==> src/rtl/div_pkg.sv <==
// rtl/div_pkg.sv - shared types and constants for the divider dispatch front-end
package div_pkg;

    localparam int DIV_W = 32;
    localparam int TAG_W = 4;

    typedef enum logic [1:0] {
        IDLE  = 2'd0,
        ISSUE = 2'd1,
        WAIT  = 2'd2
    } state_t;

    typedef struct packed {
        logic [DIV_W-1:0] num;
        logic [DIV_W-1:0] den;
        logic [TAG_W-1:0] tag;
    } div_req_t;

    // Done is expected 2*w+1 edges after Start; allow a few cycles of slack.
    function automatic int timeout_cycles(input int w);
        return 2 * w + 8;
    endfunction

endpackage

==> src/rtl/div_req_fifo.sv <==
// rtl/div_req_fifo.sv - synchronous request FIFO with combinational head read
module div_req_fifo
    import div_pkg::*;
#(
    parameter int DEPTH = 4
) (
    input  logic                         CLK,
    input  logic                         RSTa,
    input  logic                         push,
    input  div_req_t                     wdata,
    input  logic                         pop,
    output div_req_t                     rdata,
    output logic                         full,
    output logic                         empty,
    output logic [$clog2(DEPTH+1)-1:0]   count
);

    localparam int AW = $clog2(DEPTH);
    localparam int CW = $clog2(DEPTH + 1);

    div_req_t        mem_q [DEPTH];
    logic [AW-1:0]   wptr_q, wptr_d;
    logic [AW-1:0]   rptr_q, rptr_d;
    logic [CW-1:0]   count_q, count_d;
    logic            push_ok, pop_ok;

    assign full    = (count_q == CW'(DEPTH));
    assign empty   = (count_q == '0);
    assign count   = count_q;
    assign rdata   = mem_q[rptr_q];
    assign push_ok = push && !full;
    assign pop_ok  = pop && !empty;

    always_comb begin
        wptr_d  = wptr_q;
        rptr_d  = rptr_q;
        count_d = count_q;
        if (push_ok) begin
            wptr_d = wptr_q + 1'b1;
        end
        if (pop_ok) begin
            rptr_d = rptr_q + 1'b1;
        end
        if (push_ok && !pop_ok) begin
            count_d = count_q + 1'b1;
        end else if (pop_ok && !push_ok) begin
            count_d = count_q - 1'b1;
        end
    end

    always_ff @(posedge CLK or posedge RSTa) begin
        if (RSTa) begin
            wptr_q  <= '0;
            rptr_q  <= '0;
            count_q <= '0;
        end else begin
            wptr_q  <= wptr_d;
            rptr_q  <= rptr_d;
            count_q <= count_d;
        end
    end

    // Storage needs no reset: reads are only meaningful when non-empty.
    always_ff @(posedge CLK) begin
        if (push_ok) begin
            mem_q[wptr_q] <= wdata;
        end
    end

endmodule

==> src/rtl/div_dispatch.sv <==
// rtl/div_dispatch.sv - queues signed division requests and sequences the divider
module div_dispatch
    import div_pkg::*;
#(
    parameter int tamanyo = DIV_W,
    parameter int DEPTH   = 4,
    parameter int TAGW    = TAG_W
) (
    input  logic                        CLK,
    input  logic                        RSTa,
    input  logic                        in_valid,
    output logic                        in_ready,
    input  logic [tamanyo-1:0]          in_num,
    input  logic [tamanyo-1:0]          in_den,
    input  logic [TAGW-1:0]             in_tag,
    output logic                        div_start,
    output logic [tamanyo-1:0]          div_num,
    output logic [tamanyo-1:0]          div_den,
    input  logic [tamanyo-1:0]          div_coc,
    input  logic [tamanyo-1:0]          div_res,
    input  logic                        div_done,
    output logic                        out_valid,
    input  logic                        out_ready,
    output logic [tamanyo-1:0]          out_coc,
    output logic [tamanyo-1:0]          out_res,
    output logic [TAGW-1:0]             out_tag,
    output logic                        out_dz,
    output logic                        out_to,
    output logic                        busy,
    output logic [$clog2(DEPTH+1)-1:0]  fifo_count
);

    localparam int TIMEOUT = timeout_cycles(tamanyo);
    localparam int TW      = $clog2(TIMEOUT);

    state_t              state_q, state_d;
    logic                div_start_q, div_start_d;
    logic [tamanyo-1:0]  div_num_q, div_num_d;
    logic [tamanyo-1:0]  div_den_q, div_den_d;
    logic [TAGW-1:0]     tag_q, tag_d;
    logic [TW-1:0]       tmo_q, tmo_d;
    logic                out_valid_q, out_valid_d;
    logic [tamanyo-1:0]  out_coc_q, out_coc_d;
    logic [tamanyo-1:0]  out_res_q, out_res_d;
    logic [TAGW-1:0]     out_tag_q, out_tag_d;
    logic                out_dz_q, out_dz_d;
    logic                out_to_q, out_to_d;

    div_req_t            head, wreq;
    logic                fifo_full, fifo_empty, pop, slot_free;

    assign wreq = '{num: in_num, den: in_den, tag: in_tag};

    div_req_fifo #(.DEPTH(DEPTH)) u_fifo (
        .CLK   (CLK),
        .RSTa  (RSTa),
        .push  (in_valid && in_ready),
        .wdata (wreq),
        .pop   (pop),
        .rdata (head),
        .full  (fifo_full),
        .empty (fifo_empty),
        .count (fifo_count)
    );

    assign in_ready  = !fifo_full;
    assign slot_free = !out_valid_q || out_ready;

    always_comb begin
        state_d     = state_q;
        div_start_d = 1'b0;
        div_num_d   = div_num_q;
        div_den_d   = div_den_q;
        tag_d       = tag_q;
        tmo_d       = tmo_q;
        pop         = 1'b0;
        out_valid_d = out_valid_q;
        out_coc_d   = out_coc_q;
        out_res_d   = out_res_q;
        out_tag_d   = out_tag_q;
        out_dz_d    = out_dz_q;
        out_to_d    = out_to_q;

        if (out_valid_q && out_ready) begin
            out_valid_d = 1'b0;
            out_coc_d   = '0;
            out_res_d   = '0;
            out_tag_d   = '0;
            out_dz_d    = 1'b0;
            out_to_d    = 1'b0;
        end

        case (state_q)
            IDLE: begin
                if (!fifo_empty && slot_free) begin
                    pop = 1'b1;
                    if (head.den == '0) begin
                        // Divide-by-zero never reaches the divider.
                        out_valid_d = 1'b1;
                        out_coc_d   = '1;
                        out_res_d   = head.num;
                        out_tag_d   = head.tag;
                        out_dz_d    = 1'b1;
                        out_to_d    = 1'b0;
                    end else begin
                        div_num_d   = head.num;
                        div_den_d   = head.den;
                        tag_d       = head.tag;
                        div_start_d = 1'b1;
                        state_d     = ISSUE;
                    end
                end
            end
            ISSUE: begin
                tmo_d   = '0;
                state_d = WAIT;
            end
            WAIT: begin
                tmo_d = tmo_q + 1'b1;
                if (div_done) begin
                    out_valid_d = 1'b1;
                    out_coc_d   = div_coc;
                    out_res_d   = div_res;
                    out_tag_d   = tag_q;
                    out_dz_d    = 1'b0;
                    out_to_d    = 1'b0;
                    state_d     = IDLE;
                end else if (tmo_q == TW'(TIMEOUT - 1)) begin
                    out_valid_d = 1'b1;
                    out_coc_d   = '0;
                    out_res_d   = '0;
                    out_tag_d   = tag_q;
                    out_dz_d    = 1'b0;
                    out_to_d    = 1'b1;
                    state_d     = IDLE;
                end
            end
            default: begin
                state_d = IDLE;
            end
        endcase
    end

    always_ff @(posedge CLK or posedge RSTa) begin
        if (RSTa) begin
            state_q     <= IDLE;
            div_start_q <= 1'b0;
            div_num_q   <= '0;
            div_den_q   <= '0;
            tag_q       <= '0;
            tmo_q       <= '0;
            out_valid_q <= 1'b0;
            out_coc_q   <= '0;
            out_res_q   <= '0;
            out_tag_q   <= '0;
            out_dz_q    <= 1'b0;
            out_to_q    <= 1'b0;
        end else begin
            state_q     <= state_d;
            div_start_q <= div_start_d;
            div_num_q   <= div_num_d;
            div_den_q   <= div_den_d;
            tag_q       <= tag_d;
            tmo_q       <= tmo_d;
            out_valid_q <= out_valid_d;
            out_coc_q   <= out_coc_d;
            out_res_q   <= out_res_d;
            out_tag_q   <= out_tag_d;
            out_dz_q    <= out_dz_d;
            out_to_q    <= out_to_d;
        end
    end

    assign div_start = div_start_q;
    assign div_num   = div_num_q;
    assign div_den   = div_den_q;
    assign out_valid = out_valid_q;
    assign out_coc   = out_coc_q;
    assign out_res   = out_res_q;
    assign out_tag   = out_tag_q;
    assign out_dz    = out_dz_q;
    assign out_to    = out_to_q;
    assign busy      = (state_q == ISSUE) || (state_q == WAIT);

endmodule

==> config.mk <==
export PLATFORM = sky130hd
export DESIGN_NAME = div_dispatch
export DESIGN_NICKNAME = d
export VERILOG_FILES = /design/src/rtl/div_pkg.sv /design/src/rtl/div_req_fifo.sv /design/src/rtl/div_dispatch.sv
export SDC_FILE = /design/constraint.sdc
export NUM_CORES = 1
export LEC_CHECK = 0
export CAP_MARGIN = 25
export CORE_AREA = 10 10 191 327
export DETAILED_ROUTE_END_ITERATION = 16
export DIE_AREA = 0 0 201 337
export DONT_BUFFER_PORTS = 1
export PLACE_DENSITY = 0.55
export SYNTH_ARGS = -nofsm -noshare
export SYNTH_HDL_FRONTEND = slang
export SYNTH_SLANG_ARGS = --single-unit
==> constraint.sdc <==
create_clock -name CLK -period 14.5 [get_ports CLK]
set_clock_uncertainty 0.2 [all_clocks]
set_input_delay 0.725 -clock CLK [delete_from_list [all_inputs] [get_ports CLK]]
set_output_delay 0.725 -clock CLK [all_outputs]
set_load 0.01 [all_outputs]
==> impl_metrics.tcl, run 1 <==
set metrics [dict create \
    internal-power_mw 2.87 \
    netlist_instances 939 \
    r2r_cells 8 \
    clock-sinks 428 \
    peakVddDrop_v 0.000109 \
    synth_area_leaders "edfxtp_1 (49%), dfrtp_1 (23%), mux4_2 (9.1%), mux2_2 (4.0%), a221o_1 (1.9%)" \
    endpoint "tag_q[0]" \
    cp_common_cell "buf_4" \
    grt_pass1_wl_mm 65.8 \
    seq_power_share_pct 45.3 \
    io_pins 278 \
    ys.flop_type "edfxtp_1" \
    syn2layout_area_growth_pct 13.8 \
    outcome "completed" \
    clockBufferDepth 3 \
    synth-edff-count 272 \
    p_switching_mw 1.45 \
    cpPeakStageDelay_ns 0.65 \
    drt-total-wl_mm 44.9 \
    cts_tree "done" \
    postSynth.asyncResetShare_pct 36.4 \
    final-setup-viol-count 0 \
    path_clk_slew_ns 0.06 \
    period_share_pct 29.7 \
    grtUsageTotal_pct 13.0 \
    htreeDepth 2 \
    route.vias.total 8603 \
    ys_ff_latch 428 \
    cts_buffers 41 \
    design_area_um2 19100 \
    synth.top_cell.area_share_pct 48.6 \
    timing.fmax_mhz 232 \
    cts_resized 0 \
    die_h_um 337 \
    setup_tns_ns 0 \
    grt_pass1_vias 9321 \
    r2r_end "tag_q[0]" \
    slowest_stage "dfrtp_4" \
    globalplace.congestion 0.734 \
    switching_share_pct 33.6 \
    hold_slack_ns 0.0572 \
    post_drt_wl_per_cell_um 25.8 \
    hold_viol_final 0 \
    dr.pass1.iters 4 \
    hold_class "in2reg" \
    startpoint "u_fifo.rptr_q[0]" \
    maxSlewViolCount 0 \
    worstPathMaxFanout 36 \
    place_area_um2 17700 \
    seq_area_frac_synth_pct 71.8 \
    arrival_ns 4.55 \
    grt.overflow.total 0 \
    path_cells "buf_4 -> mux4_2 -> nor4_1 -> and4_1 -> buf_4 -> a21oi_4 -> buf_4 -> mux2_1" \
    totalPowerFinal_mw 4.32 \
    cts_setup_buffers 0 \
    placed_cells 1664 \
    start_util_pct 29.5 \
    dp_hpwl_mm 30.7 \
    critical_path_class "reg2reg" \
    drive_gt1_share_pct 24.4 \
    worstSetupEndpointType "flip-flop" \
    grt_max_degree 91 \
    viasPerCell 4.94 \
    rsz0062_at_grt "false" \
    slew_headroom_pct 41.3 \
    hp-start "in_num[7]" \
    power_density_nw_per_um2 226 \
    layout.nets 1090 \
    ff2ff_setup_slack_ns 10.19 \
    critPathRequiredTime_ns 14.75 \
    antenna_cells 0 \
    instances_no_fill 1742 \
    antenna_left 0 \
    cts.root.buffer_cell "clkbuf_16" \
    pwr-share-clk_pct 25.2 \
    cap_viol_max_count 0 \
    leakagePower_nw 6.48 \
    post-route-min-period_ns 4.31 \
    die_area_um2 67700 \
    antenna_found_initial 0 \
    clk_latency_ns 0.56 \
    mappedNetlistArea_um2 16800 \
    avgSynthCellArea_um2 17.9 \
    synth_top_area_cell "edfxtp_1" \
    die_w_um 201 \
    r2r-start "u_fifo.rptr_q[0]" \
    port_buffers 0 \
    drc 0 \
    num_rows 116 \
    tightestPinTransition_ns 0.880 \
    core_area_um2 57000 \
    syn_nets 1087 \
    combPwrFrac_pct 29.4 \
    start_kind "flip-flop" \
    drt_iter0_drc 367 \
    ys_types 52 \
    yosysWarnings 0 \
]
power by group through the flow:
| stage | logic (mW) | registers (mW) | clock network, mW |
|---|---|---|---|
| 6_report | 1.27 | 1.96 | 1.09 |
| 5_1_grt | 1.40 | 2.00 | 1.17 |
| 4_1_cts | 1.32 | 1.97 | 1.13 |
| 3_5_place_dp | 1.31 | 2.00 | 0 |
| 3_3_place_gp | 1.28 | 1.99 | 0 |
| 2_1_floorplan | 0.993 | 1.87 | 0 |
flip-flops by register name, summed over array words and instances (netlist names), 3 cells and up:
signal / count
tag_q: 4
u_fifo.mem_q: 272
out_coc: 32
out_res: 32
out_tag: 4
div_num: 32
u_fifo.count: 3
div_den: 32
tmo_q: 7
placed cells by master (no fill, tap or decap), types with 4 or more instances in the layout:
cell type,netlist,routed
a221o_1,32,32
a22oi_1,36,36
and3_4,0,4
buf_4,3,20
clkbuf_1,41,9
clkbuf_16,0,43
clkinv_2,0,7
dfrtp_1,156,154
edfxtp_1,272,272
ha_1,10,10
inv_1,10,9
inv_6,0,5
mux2_2,60,60
mux2_4,6,6
mux4_2,68,68
nand2_1,32,32
nand3_1,21,21
nand3b_1,21,21
nand4_1,18,18
nor2_1,4,4
nor3_1,22,22
nor4_1,8,8
o211ai_1,36,36
o21ai_0,7,7
xnor2_1,5,5
kinds of logic after synthesis:
logic type	synth area share, %
muxes	13.9
and+or+nand+nor	5.02
xor gates and xnor gates	0.417
DFF	71.8
buffers and inverters	1.99
AOI/OAI and AO/OA	6.04
adders and majority gates	0.863
synthesized netlist by cell type, drive strengths merged, types with 2 or more instances:
| cell type | instances |
|---|---|
| edfxtp | 272 |
| dfrtp | 156 |
| mux2 | 69 |
| mux4 | 68 |
| clkbuf | 41 |
| a22oi | 36 |
| o211ai | 36 |
| a221o | 32 |
| nand2 | 32 |
| buf | 24 |
| nor3 | 23 |
| nand3 | 21 |
| nand3b | 21 |
| nand4 | 18 |
| ha | 10 |
| inv | 10 |
| nor4 | 8 |
| o21ai | 7 |
| and2 | 5 |
| and3 | 5 |
| xnor2 | 5 |
| a21oi | 4 |
| nor2 | 4 |
| nor2b | 3 |
| xor2 | 3 |
| a221oi | 2 |
| a31oi | 2 |
| and4 | 2 |
| nand2b | 2 |
| nor3b | 2 |
| o2111ai | 2 |
| or3 | 2 |
metrics by stage:
stage / util, % / setup WS (ns)
after floorplan: - / 9.37
after detailed placement: 31.1 / 9.87
after global placement: 31.0 / 9.50
final: 33.6 / 10.19
after global routing: 33.6 / 9.62
after CTS: 33.5 / 9.83
area by class of cell:
| class | count | area, um^2 |
|---|---|---|
| Sequential cell | 428 | 12100 |
| Clock inverter | 20 | 200 |
| Fill cell | 5416 | 37900 |
| Inverter | 11 | 46.3 |
| Timing Repair Buffer | 25 | 228 |
| Tap cell | 767 | 960 |
| Multi-Input combinational cell | 435 | 4470 |
| Clock buffer | 56 | 1160 |
what timing repair did:
action	4_1_cts	5_1_grt
setup endpoints to repair	0	0
hold buffers	1	0
hold endpoints to repair	7	0
worst min-delay path by stage:
stage,endpoint,slack [ns],depth (start not counted)
2_1_floorplan,tag_q[0],0.26,1
3_3_place_gp,tag_q[2],0.27,1
3_5_place_dp,tag_q[0],0.28,1
4_1_cts,u_fifo.mem_q[0][43],0.01,0
5_1_grt,u_fifo.mem_q[1][43],0.02,0
6_report,u_fifo.mem_q[0][43],0.06,0
routing by layer:
metal	vias to the layer above	part of all wire, %	global-route usage, %
met4	0	2.8	4.78
met1	4470	36	13.2
li1	3788	-	-
met3	54	8.8	4.94
met2	291	53	23.6
met5	-	0	0
critical path: cells and delay by family (launching register included):
kind	cells	cell delay [ns]
buffers and inverters	3	1.21
muxes	2	1.02
and+or+nand+nor	2	0.92
DFF	1	0.65
AOI/OAI and AO/OA	1	0.09
Note: power is estimated with default switching activity, not from simulation.
==> run 2: changes to the inputs <==
- clock period: 14.5 -> 4.3 ns (I/O delays scaled with it)
==> impl_metrics.tcl, run 2 (synthesized netlist as in run 1, its figures left out) <==
set metrics [dict create \
    grt-busiest-layer "met2" \
    grtUsageTotal_pct 13.9 \
    path_clk_slew_ns 0.06 \
    drive_gt1_share_pct 20.9 \
    period_share_pct 93.6 \
    clock-sinks 428 \
    post-route-util_pct 36.8 \
    tightestPinTransition_ns 0.976 \
    cts_resized 0 \
    start_util_pct 29.5 \
    setup_tns_ns 0 \
    antenna_found_initial 9 \
    gr-usage-met2_pct 25.7 \
    peakVddDrop_v 0.000430 \
    r2r_cells 8 \
    multi_input_area_um2 4470 \
    route.vias.total 9494 \
    critical_path_class "reg2reg" \
    drt-total-wl_mm 47.8 \
    timing.fmax_mhz 248 \
    antenna_left 0 \
    maxSlewViolCount 0 \
    post_drt_wl_per_cell_um 24.9 \
    mostFrequentLayoutCells "edfxtp_1 (272), dlygate4sd3_1 (167), dfrtp_1 (154), mux4_2 (68), mux2_2 (60)" \
    core_area_um2 57000 \
    hold_class "in2reg" \
    slowest_stage "dfrtp_4" \
    num_rows 116 \
    hold_viol_final 0 \
    drt_iter0_drc 363 \
    cts_tree "done" \
    leakagePower_nw 7.18 \
    hold_slack_ns 0.0399 \
    seqCellArea_um2 12100 \
    grt_use_met1_pct 14.3 \
    final_common_cell "edfxtp_1" \
    groute.layer.met3.usage_pct 4.30 \
    critPathRequiredTime_ns 4.59 \
    worstSetupEndpointType "flip-flop" \
    largest_reg_flops 272 \
    rsz0062_at_grt "false" \
    globalplace.congestion 0.755 \
    hold_depth 1 \
    post-route-min-period_ns 4.03 \
    dr.pass1.iters 5 \
    port_buffers 0 \
    top_register "u_fifo.mem_q" \
    outcome "completed" \
    drc 0 \
    cpPeakStageDelay_ns 0.77 \
    die_area_um2 67700 \
    power_density_nw_per_um2 725 \
    viasPerCell 4.95 \
    final-setup-viol-count 0 \
    layout.nets 1261 \
    path_cells "buf_12 -> mux4_2 -> nor4_1 -> nand4_1 -> buf_12 -> nor3_1 -> nand3b_1 -> dlygate4sd3_1" \
    die_h_um 337 \
    clk_latency_ns 0.56 \
    worstPathMaxFanout 60 \
    dp_hpwl_mm 31.6 \
    grt_pass1_wl_mm 70.1 \
    grt.overflow.total 0 \
    die_w_um 201 \
    cap_viol_max_count 0 \
    cp_common_cell "buf_12" \
    syn2layout_area_growth_pct 24.7 \
    htreeDepth 2 \
    grt_pass1_vias 10300 \
    io_pins 278 \
    start_kind "flip-flop" \
    arrival_ns 4.32 \
    grt_max_degree 91 \
    slew_headroom_pct 35.0 \
    cts_buffers 43 \
    cts.root.buffer_cell "clkbuf_16" \
    totalPowerFinal_mw 15.2 \
    clockBufferDepth 3 \
    fillers 5305 \
]
## run 2: metal layers
metal	part of all wire (%)	wire length, um
met1	36	17000
met2	54	25800
met3	7.2	3450
met4	3.1	1480
met5	0.048	23
## run 2: cell type report
cell class	count	share of cell area, %
Sequential cell	428	57.6
Multi-Input combinational cell	435	21.3
Timing Repair Buffer	194	9.55
Clock buffer	62	5.87
Tap cell	767	4.57
Clock inverter	16	0.865
Inverter	11	0.215
Antenna cell	5	0.0596
## run 2: worst paths after layout
check | startpoint | to | slack (ns)
setup / recovery | u_fifo.rptr_q[0] | out_res[25] | 0.27
hold / removal | in_valid | u_fifo.mem_q[2][46] | 0.04
setup reg to reg | u_fifo.rptr_q[0] | out_res[25] | 0.27
hold reg to reg | tag_q[2] | tag_q[2] | 0.30
min in group asynchronous | RSTa | out_res[7] | 0.09
max in group asynchronous | RSTa | state_q[1] | 2.76
## run 2: worst max-delay path: cells and delay by family (launching register included)
kind	cells	cell delay (ns)
multiplexers	1	0.61
AND/OR/NAND/NOR	4	1.24
buffers and inverters	3	1.09
flip-flops	1	0.77
## run 2: power by group
part           switching, mW  internal (mW)  total, mW  leakage [nW]
Combinational           2.35           2.36       4.71          2.19
Sequential              1.13           5.59       6.71          4.31
Clock                   1.60           2.19       3.79         0.680
Total                   5.08           10.1       15.2          7.18
## run 2: stage by stage
step           worst slack, ns  cells  cell area [um^2]
2_1_floorplan             1.29    939             16800
3_3_place_gp             0.490   1666             17900
3_5_place_dp             0.470   1667             17900
4_1_cts                 0.0571   1912             21000
5_1_grt                 0.0163   1917             21000
6_report                 0.275   1918             21000
## run 2: repair_timing
action                    4_1_cts  5_1_grt
hold endpoints to repair      541        0
hold buffers                  167        0
buffers inserted                0        0
